`src/rtl/alu_serial_seq.sv`:
```
// rtl/alu_serial_seq.sv - bit-serial ALU, one result bit per cycle LSB first, valid/ready command and result handshakes
module alu_serial_seq #(
    parameter int WIDTH = 8
) (
    input  logic             clk,
    input  logic             rst_n,
    input  logic             in_valid,
    output logic             in_ready,
    input  logic [2:0]       s,
    input  logic [WIDTH-1:0] a,
    input  logic [WIDTH-1:0] b,
    output logic             out_valid,
    input  logic             out_ready,
    output logic [WIDTH-1:0] result,
    output logic             carry,
    output logic             zero
);

    localparam int CW = $clog2(WIDTH);

    typedef enum logic [1:0] {
        IDLE = 2'd0,
        RUN  = 2'd1,
        DONE = 2'd2
    } state_t;

    state_t state, state_nxt;

    logic [CW-1:0]    cnt;
    logic             c;
    logic [2:0]       op;
    logic [WIDTH-1:0] a_sh;
    logic [WIDTH-1:0] b_sh;
    logic [WIDTH-1:0] res_sh;

    logic             accept;
    logic             last_bit;
    logic             seed;
    logic             ai;
    logic             bi;
    logic             opb;
    logic             logic_bit;
    logic             sum;
    logic             c_nxt;
    logic             carry_fin;
    logic [WIDTH-1:0] res_fin;

    assign accept   = in_valid && in_ready;
    assign last_bit = (cnt == CW'(WIDTH - 1));
    // seed is 1 for sub and inc only
    assign seed     = ~s[2] & (s[1] ^ s[0]);

    assign ai = a_sh[0];
    assign bi = b_sh[0];

    always_comb begin
        opb       = 1'b0;
        logic_bit = 1'b0;
        case (op)
            3'b000:  opb = bi;
            3'b001:  opb = ~bi;
            3'b010:  opb = 1'b0;
            3'b011:  opb = 1'b1;
            3'b100:  logic_bit = ai & bi;
            3'b101:  logic_bit = ai | bi;
            3'b110:  logic_bit = ~ai;
            default: logic_bit = ai;
        endcase
    end

    always_comb begin
        sum       = 1'b0;
        c_nxt     = 1'b0;
        carry_fin = 1'b0;
        if (!op[2]) begin
            sum       = ai ^ opb ^ c;
            c_nxt     = (ai & opb) | (ai & c) | (opb & c);
            // sub and dec report a borrow, the inverse of the adder carry
            carry_fin = op[0] ? ~c_nxt : c_nxt;
        end else begin
            sum = logic_bit;
        end
    end

    assign res_fin = {sum, res_sh[WIDTH-1:1]};

    always_ff @(posedge clk or negedge rst_n) begin
        if (!rst_n) begin
            state <= IDLE;
        end else begin
            state <= state_nxt;
        end
    end

    always_comb begin
        state_nxt = state;
        case (state)
            IDLE:    if (in_valid) state_nxt = RUN;
            RUN:     if (last_bit) state_nxt = DONE;
            DONE:    if (out_ready) state_nxt = IDLE;
            default: state_nxt = IDLE;
        endcase
    end

    always_comb begin
        in_ready  = (state == IDLE);
        out_valid = (state == DONE);
    end

    always_ff @(posedge clk or negedge rst_n) begin
        if (!rst_n) begin
            cnt    <= '0;
            c      <= 1'b0;
            op     <= 3'b000;
            a_sh   <= '0;
            b_sh   <= '0;
            res_sh <= '0;
            result <= '0;
            carry  <= 1'b0;
            zero   <= 1'b0;
        end else if (accept) begin
            op   <= s;
            a_sh <= a;
            b_sh <= b;
            cnt  <= '0;
            c    <= seed;
        end else if (state == RUN) begin
            a_sh   <= a_sh >> 1;
            b_sh   <= b_sh >> 1;
            res_sh <= res_fin;
            c      <= c_nxt;
            cnt    <= cnt + 1'b1;
            // visible outputs change only when the last bit lands
            if (last_bit) begin
                result <= res_fin;
                carry  <= carry_fin;
                zero   <= (res_fin == '0);
            end
        end
    end

endmodule
```
`config.mk`:
```
export PLATFORM = sky130hd
export DESIGN_NAME = alu_serial_seq
export DESIGN_NICKNAME = d
export VERILOG_FILES = /design/src/rtl/alu_serial_seq.sv
export SDC_FILE = /design/constraint.sdc
export NUM_CORES = 1
export LEC_CHECK = 0
export BUFFER_PORTS_ARGS = -buffer_cell sky130_fd_sc_hd__buf_4
export CORE_ASPECT_RATIO = 0.5
export CORE_UTILIZATION = 49
export DETAILED_ROUTE_END_ITERATION = 10
export PLACE_DENSITY_LB_ADDON = 0.2
export SYNTH_ARGS = -nofsm -noshare
export SYNTH_HDL_FRONTEND = slang
export SYNTH_SLANG_ARGS = --single-unit
```
`constraint.sdc`:
```
create_clock -name clk -period 1.9 [get_ports clk]
set_input_delay 0.57 -clock clk [delete_from_list [all_inputs] [get_ports clk]]
set_output_delay 0.57 -clock clk [all_outputs]
set_load 0.03 [all_outputs]
```
==> impl_metrics.py, run 1 <==
metrics = {
    "floorplan": {
        "die_area_um2": 4000,
        "design.core.area_um2": 3510,
        "chipWidth_um": 88.4,
        "io_pins": 35,
        "rows": 15,
        "start_util": 0.522,
        "die_y_um": 45.2,
    },
    "layout": {
        "area_delta_synth_final_pct": 22.3,
        "drive_gt1_frac": 0.287,
        "finalNetCount": 234,
        "final_common_cell": "nand2_1",
        "mostFrequentLayoutCells": "nand2_1 (59), dfrtp_1 (42), buf_4 (38), a22oi_1 (15), o21ai_0 (7)",
        "final_cells": 260,
        "antenna_cells": 0,
        "fin_util": 0.638,
    },
    "placed_design": {
        "detailed_place_hpwl_um": 2340,
        "dp_slack_ps": 38.8,
        "io_buffers": 34,
        "gp_congestion": 0.677,
        "dpl.cell_count": 252,
    },
    "worst_setup_path": {
        "worst_path_most_repeated_cell": "nor2_1",
        "cp-start-kind": "register",
        "critical_path_class": "register to register",
        "critPathTopFamily": "adder cells",
        "critPathBufInv": 0,
        "crit_required_ps": 2090,
        "worstRegToRegCells": 7,
        "critPathMaxFanout": 3,
        "worstSetupEndpointType": "register",
        "r2r-end": "zero",
        "crit_arrival_ps": 2010,
        "rrSetupSlack_ps": 80,
        "cpPeakStageDelay_ps": 480,
        "path_cells": "nor2b_2, xnor2_1, nor2_1, fa_1, nor2_1, a31o_2, a22o_1",
        "r2r-start": "op[1]",
        "slowest_stage": "fa_1",
    },
    "routing": {
        "drt_wl_total_um": 3360,
        "routedWlPerCell_um": 12.9,
        "first_iter_violations": 39,
        "ant_nets": 0,
        "dr.pass1.iters": 4,
        "vias": 1313,
        "drc": 0,
        "via_per_inst": 5.05,
    },
    "sta": {
        "finalSetupViolCount": 0,
        "fin_worst_skew_ps": 8.96,
        "period_share": 0.959,
        "timing.final.ws_setup_ps": 77.3,
        "hold_viol": 0,
        "slew_viol_final": 0,
        "slew_headroom": 0.594,
        "fin_crit_ps": 1820,
        "setup_tns_ps": 0,
        "worst_slew_pin_slew_ps": 609,
        "max_freq_ghz": 0.549,
        "rsz0062_at_grt": "no",
    },
    "pwr": {
        "clockPowerShare": 0.176,
        "p_sw_w": 0.00149,
        "p_leak_nw": 1.13,
        "intPower_w": 0.00240,
        "max-vdd-ir-drop_mv": 0.713,
        "swShare": 0.383,
        "power.density_nw_per_um2": 1740,
        "combinationalPowerShare": 0.412,
        "sequentialPowerShare": 0.412,
    },
    "synth": {
        "postSynthCellCount": 172,
        "yosys.area.top_type_share": 0.574,
        "synth_largest_area_cell": "dfrtp_1",
        "synthTopCellsByArea": "dfrtp_1 (57%), nand2_1 (12%), a22oi_1 (6.2%)",
        "synthFlopType": "dfrtp_1",
        "syn-cell-area_um2": 1830,
        "synth_seq_cells": 42,
        "synth_warnings": 0,
        "syn-num-nets": 198,
        "avgSynthCellArea_um2": 10.6,
        "synth_edf_count": 0,
        "ys_seq_area_frac": 0.574,
        "ys_types": 31,
        "async_flop_share": 1.00,
    },
    "clocking": {
        "cts_tree": "yes",
        "cts_hold_buffers": 0,
        "ctsHtreeMaxLevel": 2,
        "clkLatencyLatePin_ps": 290,
        "numCtsBuffers": 5,
        "clkTransAtPathRegs_ps": 80,
        "cts_sinks": 42,
        "clock_path_buffers": 2,
        "root_buffer": "clkbuf_8",
    },
    "outcome": {
        "status": "finished, final reports clean",
    },
    "global_routing": {
        "grt_util_all_layers": 0.193,
        "grt-ovfl-total": 0,
        "grt_max_degree": 43,
        "antenna_found_initial": 0,
        "grt_pass1_vias": 1203,
        "grt_pass1_wl_um": 5510,
    },
    "worst_hold_path": {
        "hp-class": "primary input to asynchronous set/reset pin",
    },
    "job": {
        "drv_cap": 0,
    },
}
-- power by group through the flow --
stage / logic, W / registers [W] / clock network [W]
after floorplan: 0.00103 / 0.00173 / 0
after global placement: 0.00157 / 0.00160 / 0
after detailed placement: 0.00162 / 0.00162 / 0
after CTS: 0.00162 / 0.00161 / 0.000707
after global routing: 0.00180 / 0.00167 / 0.000751
final: 0.00160 / 0.00160 / 0.000687
-- worst max path at each step --
stage | from | to | slack (ps) | cells after the start
final | op[1] | zero | 80 | 7
after global routing | op[1] | zero | 4 | 7
after CTS | op[1] | zero | 40 | 7
after detailed placement | op[1] | zero | 40 | 7
after global placement | op[1] | zero | 80 | 7
after floorplan | op[1] | zero | 130 | 7
-- stage by stage --
| step | hold WS, ps | area, um2 | power (W) |
|---|---|---|---|
| global route | 281 | 2240 | 0.00422 |
| global placement | 454 | 2130 | 0.00317 |
| finish | 253 | 2240 | 0.00390 |
| detailed placement | 462 | 2130 | 0.00324 |
| CTS | 276 | 2240 | 0.00394 |
| floorplan | 274 | 1830 | 0.00276 |
-- Yosys cell counts, types with 4 or more instances --
| cell type | n |
|---|---|
| o21ai_0 | 7 |
| buf_2 | 6 |
| a22oi_1 | 15 |
| mux2_4 | 4 |
| mux2_2 | 6 |
| nor2_1 | 4 |
| dfrtp_1 | 42 |
| nand2_1 | 59 |
-- logic make-up after synthesis --
family	share of synthesized area
AND/OR/NAND/NOR	0.176
adder cells (fa/ha/maj)	0.0246
XOR/XNOR	0.0144
AO/OA/AOI/OAI	0.110
buffers and inverters	0.0308
flip-flops	0.574
multiplexers	0.0697
-- cell type report --
class,instances,area [um2]
Fill cell,310,1270
Sequential cell,42,1050
Multi-Input combinational cell,120,728
Tap cell,51,63.8
Inverter,1,3.75
Clock buffer,7,76.3
Clock inverter,1,30.0
Timing Repair Buffer,38,285
-- metal layers --
metal / vias up / routed length (um) / track usage
li1: 652 / - / -
met2: 27 / 1520 / 0.285
met5: - / 0 / 0
met1: 632 / 1690 / 0.269
met3: 2 / 138 / 0.0640
met4: 0 / 14 / 0.0677
-- sequential cells by signal (all words and copies together), names as in the netlist, 2 cells and up --
| signal | flops |
|---|---|
| result | 8 |
| op | 3 |
| a_sh | 8 |
| b_sh | 8 |
| res_sh | 7 |
| state | 2 |
| cnt | 3 |
-- timing repair --
action	4_1_cts	5_1_grt
gates resized for setup	0	1
setup buffers	0	0
endpoints found under the setup margin	0	3
Power figures use the tool's default switching activity.
==> inputs of run 2 (changes only) <==
--- a/config.mk
+++ b/config.mk
@@ -5,6 +5,7 @@
 export SDC_FILE = /design/constraint.sdc
 export NUM_CORES = 1
 export LEC_CHECK = 0
+export ABC_AREA = 1
 export BUFFER_PORTS_ARGS = -buffer_cell sky130_fd_sc_hd__buf_4
 export CORE_ASPECT_RATIO = 0.5
 export CORE_UTILIZATION = 49
==> impl_metrics.py, run 2 <==
metrics = {
    "job": {
        "drv_cap": 0,
    },
    "sta": {
        "slew_viol_final": 0,
        "rsz0062_at_grt": "no",
        "timing.final.ws_setup_ps": 196,
        "fin_crit_ps": 1700,
        "worst_slew_pin_slew_ps": 521,
        "slew_headroom": 0.653,
        "period_share": 0.897,
        "finalSetupViolCount": 0,
        "max_freq_ghz": 0.587,
        "setup_tns_ps": 0,
        "hold_viol": 0,
        "fin_worst_skew_ps": 6.11,
    },
    "synth": {
        "async_flop_share": 1.00,
        "ys_types": 23,
        "synthTopCellsByArea": "dfrtp_1 (57%), nand2_1 (15%), inv_1 (4.3%)",
        "avgSynthCellArea_um2": 8.86,
        "synth_commonest_cells": "nand2_1 (72), dfrtp_1 (42), inv_1 (21), o21ai_0 (14), nand3_1 (12)",
        "synthFlopType": "dfrtp_1",
        "syn-cell-area_um2": 1840,
        "synth_seq_cells": 42,
        "synth_warnings": 0,
        "postSynthCellCount": 208,
        "ys_seq_area_frac": 0.570,
        "yosys.area.top_type_share": 0.570,
        "synth.most_common_cell": "nand2_1",
        "synth_edf_count": 0,
        "syn-num-nets": 234,
        "synth_largest_area_cell": "dfrtp_1",
    },
    "clocking": {
        "cts_hold_buffers": 0,
        "clkTransAtPathRegs_ps": 70,
        "root_buffer": "clkbuf_8",
        "cts_sinks": 42,
        "post_cts_buffers": 0,
        "ctsHtreeMaxLevel": 2,
        "cts_tree": "yes",
        "numCtsBuffers": 5,
        "cts-resized-gates": 0,
        "clock_path_buffers": 2,
        "clkLatencyLatePin_ps": 290,
    },
    "global_routing": {
        "antenna_found_initial": 0,
        "grt_pass1_wl_um": 5890,
        "grt_pass1_vias": 1361,
        "grt_max_degree": 43,
        "grt_util_all_layers": 0.203,
        "grt-ovfl-total": 0,
    },
    "worst_setup_path": {
        "worst_path_most_repeated_cell": "nand2_1",
        "r2r-start": "op[0]",
        "critPathMaxFanout": 4,
        "slowest_stage": "fa_1",
        "rrSetupSlack_ps": 200,
        "crit_required_ps": 2080,
        "critPathTopFamily": "adder cells",
        "worstRegToRegCells": 8,
        "cpPeakStageDelay_ps": 450,
        "r2r-end": "res_sh[7]",
        "startpoint": "op[0]",
        "critical_path_class": "register to register",
        "path_cells": "inv_1, o21ai_0, a21oi_1, fa_1, nand2_1, nand2_1, nand2_1, nand2_1",
        "cp-start-kind": "register",
        "crit_arrival_ps": 1880,
        "worstSetupEndpointType": "register",
        "critPathBufInv": 1,
    },
    "worst_hold_path": {
        "hp-class": "primary input to asynchronous set/reset pin",
    },
    "layout": {
        "finalNetCount": 272,
        "final_common_cell": "nand2_1",
        "mostFrequentLayoutCells": "nand2_1 (72), dfrtp_1 (42), buf_4 (37), inv_1 (21), o21ai_0 (14)",
        "antenna_cells": 0,
        "seq_area_um2": 1050,
        "final_cell_area_um2": 2250,
        "fill_cells": 306,
        "area_delta_synth_final_pct": 21.9,
        "largestRegisters": "a_sh x8, b_sh x8, result x8",
        "drive_gt1_frac": 0.202,
        "multiInputGateArea_um2": 661,
    },
    "routing": {
        "routedWlPerCell_um": 11.9,
        "first_iter_violations": 64,
        "via_per_inst": 4.93,
        "dr.pass1.iters": 4,
        "drc": 0,
        "ant_nets": 0,
        "vias": 1468,
        "drt_wl_total_um": 3550,
    },
    "placed_design": {
        "io_buffers": 34,
        "dp_slack_ps": 238,
        "gp_congestion": 0.814,
        "detailed_place_hpwl_um": 2520,
        "placed_area_um2": 2140,
    },
    "floorplan": {
        "die_y_um": 45.4,
        "die_area_um2": 4030,
        "io_pins": 35,
        "chipWidth_um": 88.7,
        "rows": 15,
        "start_util": 0.525,
        "design.core.area_um2": 3510,
    },
    "pwr": {
        "max-vdd-ir-drop_mv": 0.537,
        "p_leak_nw": 1.13,
        "power.density_nw_per_um2": 1590,
    },
    "outcome": {
        "status": "finished, final reports clean",
    },
}
## run 2: cell types whose count changed after synthesis, moves of 7 or more
cell / delta
a22oi_1: -15
o21ai_0: +7
inv_1: +20
nand2_1: +13
nand3_1: +11
## run 2: layout make-up
cell class / count / share of cell area
clock buffer: 7 / 0.0340
clock inverter: 1 / 0.0134
inverter: 23 / 0.0384
multi-input combinational: 137 / 0.294
sequential: 42 / 0.468
tap: 51 / 0.0284
timing repair buffer: 37 / 0.124
## run 2: power breakdown
part           total [W]  switching (W)  internal (W)  leakage, nW
clock network   0.000682       0.000288      0.000393       0.0524
registers        0.00149       0.000231       0.00126        0.540
logic            0.00141       0.000874      0.000534        0.537
total            0.00358        0.00139       0.00218         1.13
## run 2: kinds of logic (layout without fill, tap and decap cells)
| family | after synthesis | count (layout) | share of synthesized area |
|---|---|---|---|
| AND/OR/NAND/NOR | 98 | 98 | 0.216 |
| flip-flops | 42 | 42 | 0.570 |
| AO/OA/AOI/OAI | 36 | 36 | 0.118 |
| buffers and inverters | 29 | 68 | 0.0713 |
| adder cells (fa/ha/maj) | 3 | 3 | 0.0244 |
## run 2: metrics by stage
stage | hold slack [ps] | utilization | total power (W) | cells
finish | 251 | 0.640 | 0.00358 | 298
global route | 286 | 0.640 | 0.00386 | 298
CTS | 266 | 0.640 | 0.00361 | 298
detailed placement | 467 | 0.610 | 0.00292 | 290
global placement | 457 | 0.610 | 0.00284 | 290
floorplan | 274 | - | 0.00248 | 208
## run 2: worst max path at each step
stage | depth (start not counted) | endpoint | slack [ps]
floorplan | 9 | c | 440
global placement | 8 | res_sh[7] | 390
detailed placement | 8 | res_sh[7] | 240
CTS | 8 | res_sh[7] | 210
global route | 8 | res_sh[7] | 10
finish | 8 | res_sh[7] | 200
## run 2: metal layers
metal	vias up	track usage	part of all wire	wire length, um
met5	-	0	0	0
met4	0	0.0903	0.014	51
met3	7	0.0603	0.043	152
met2	29	0.349	0.47	1670
met1	696	0.243	0.47	1670
li1	736	-	-	-
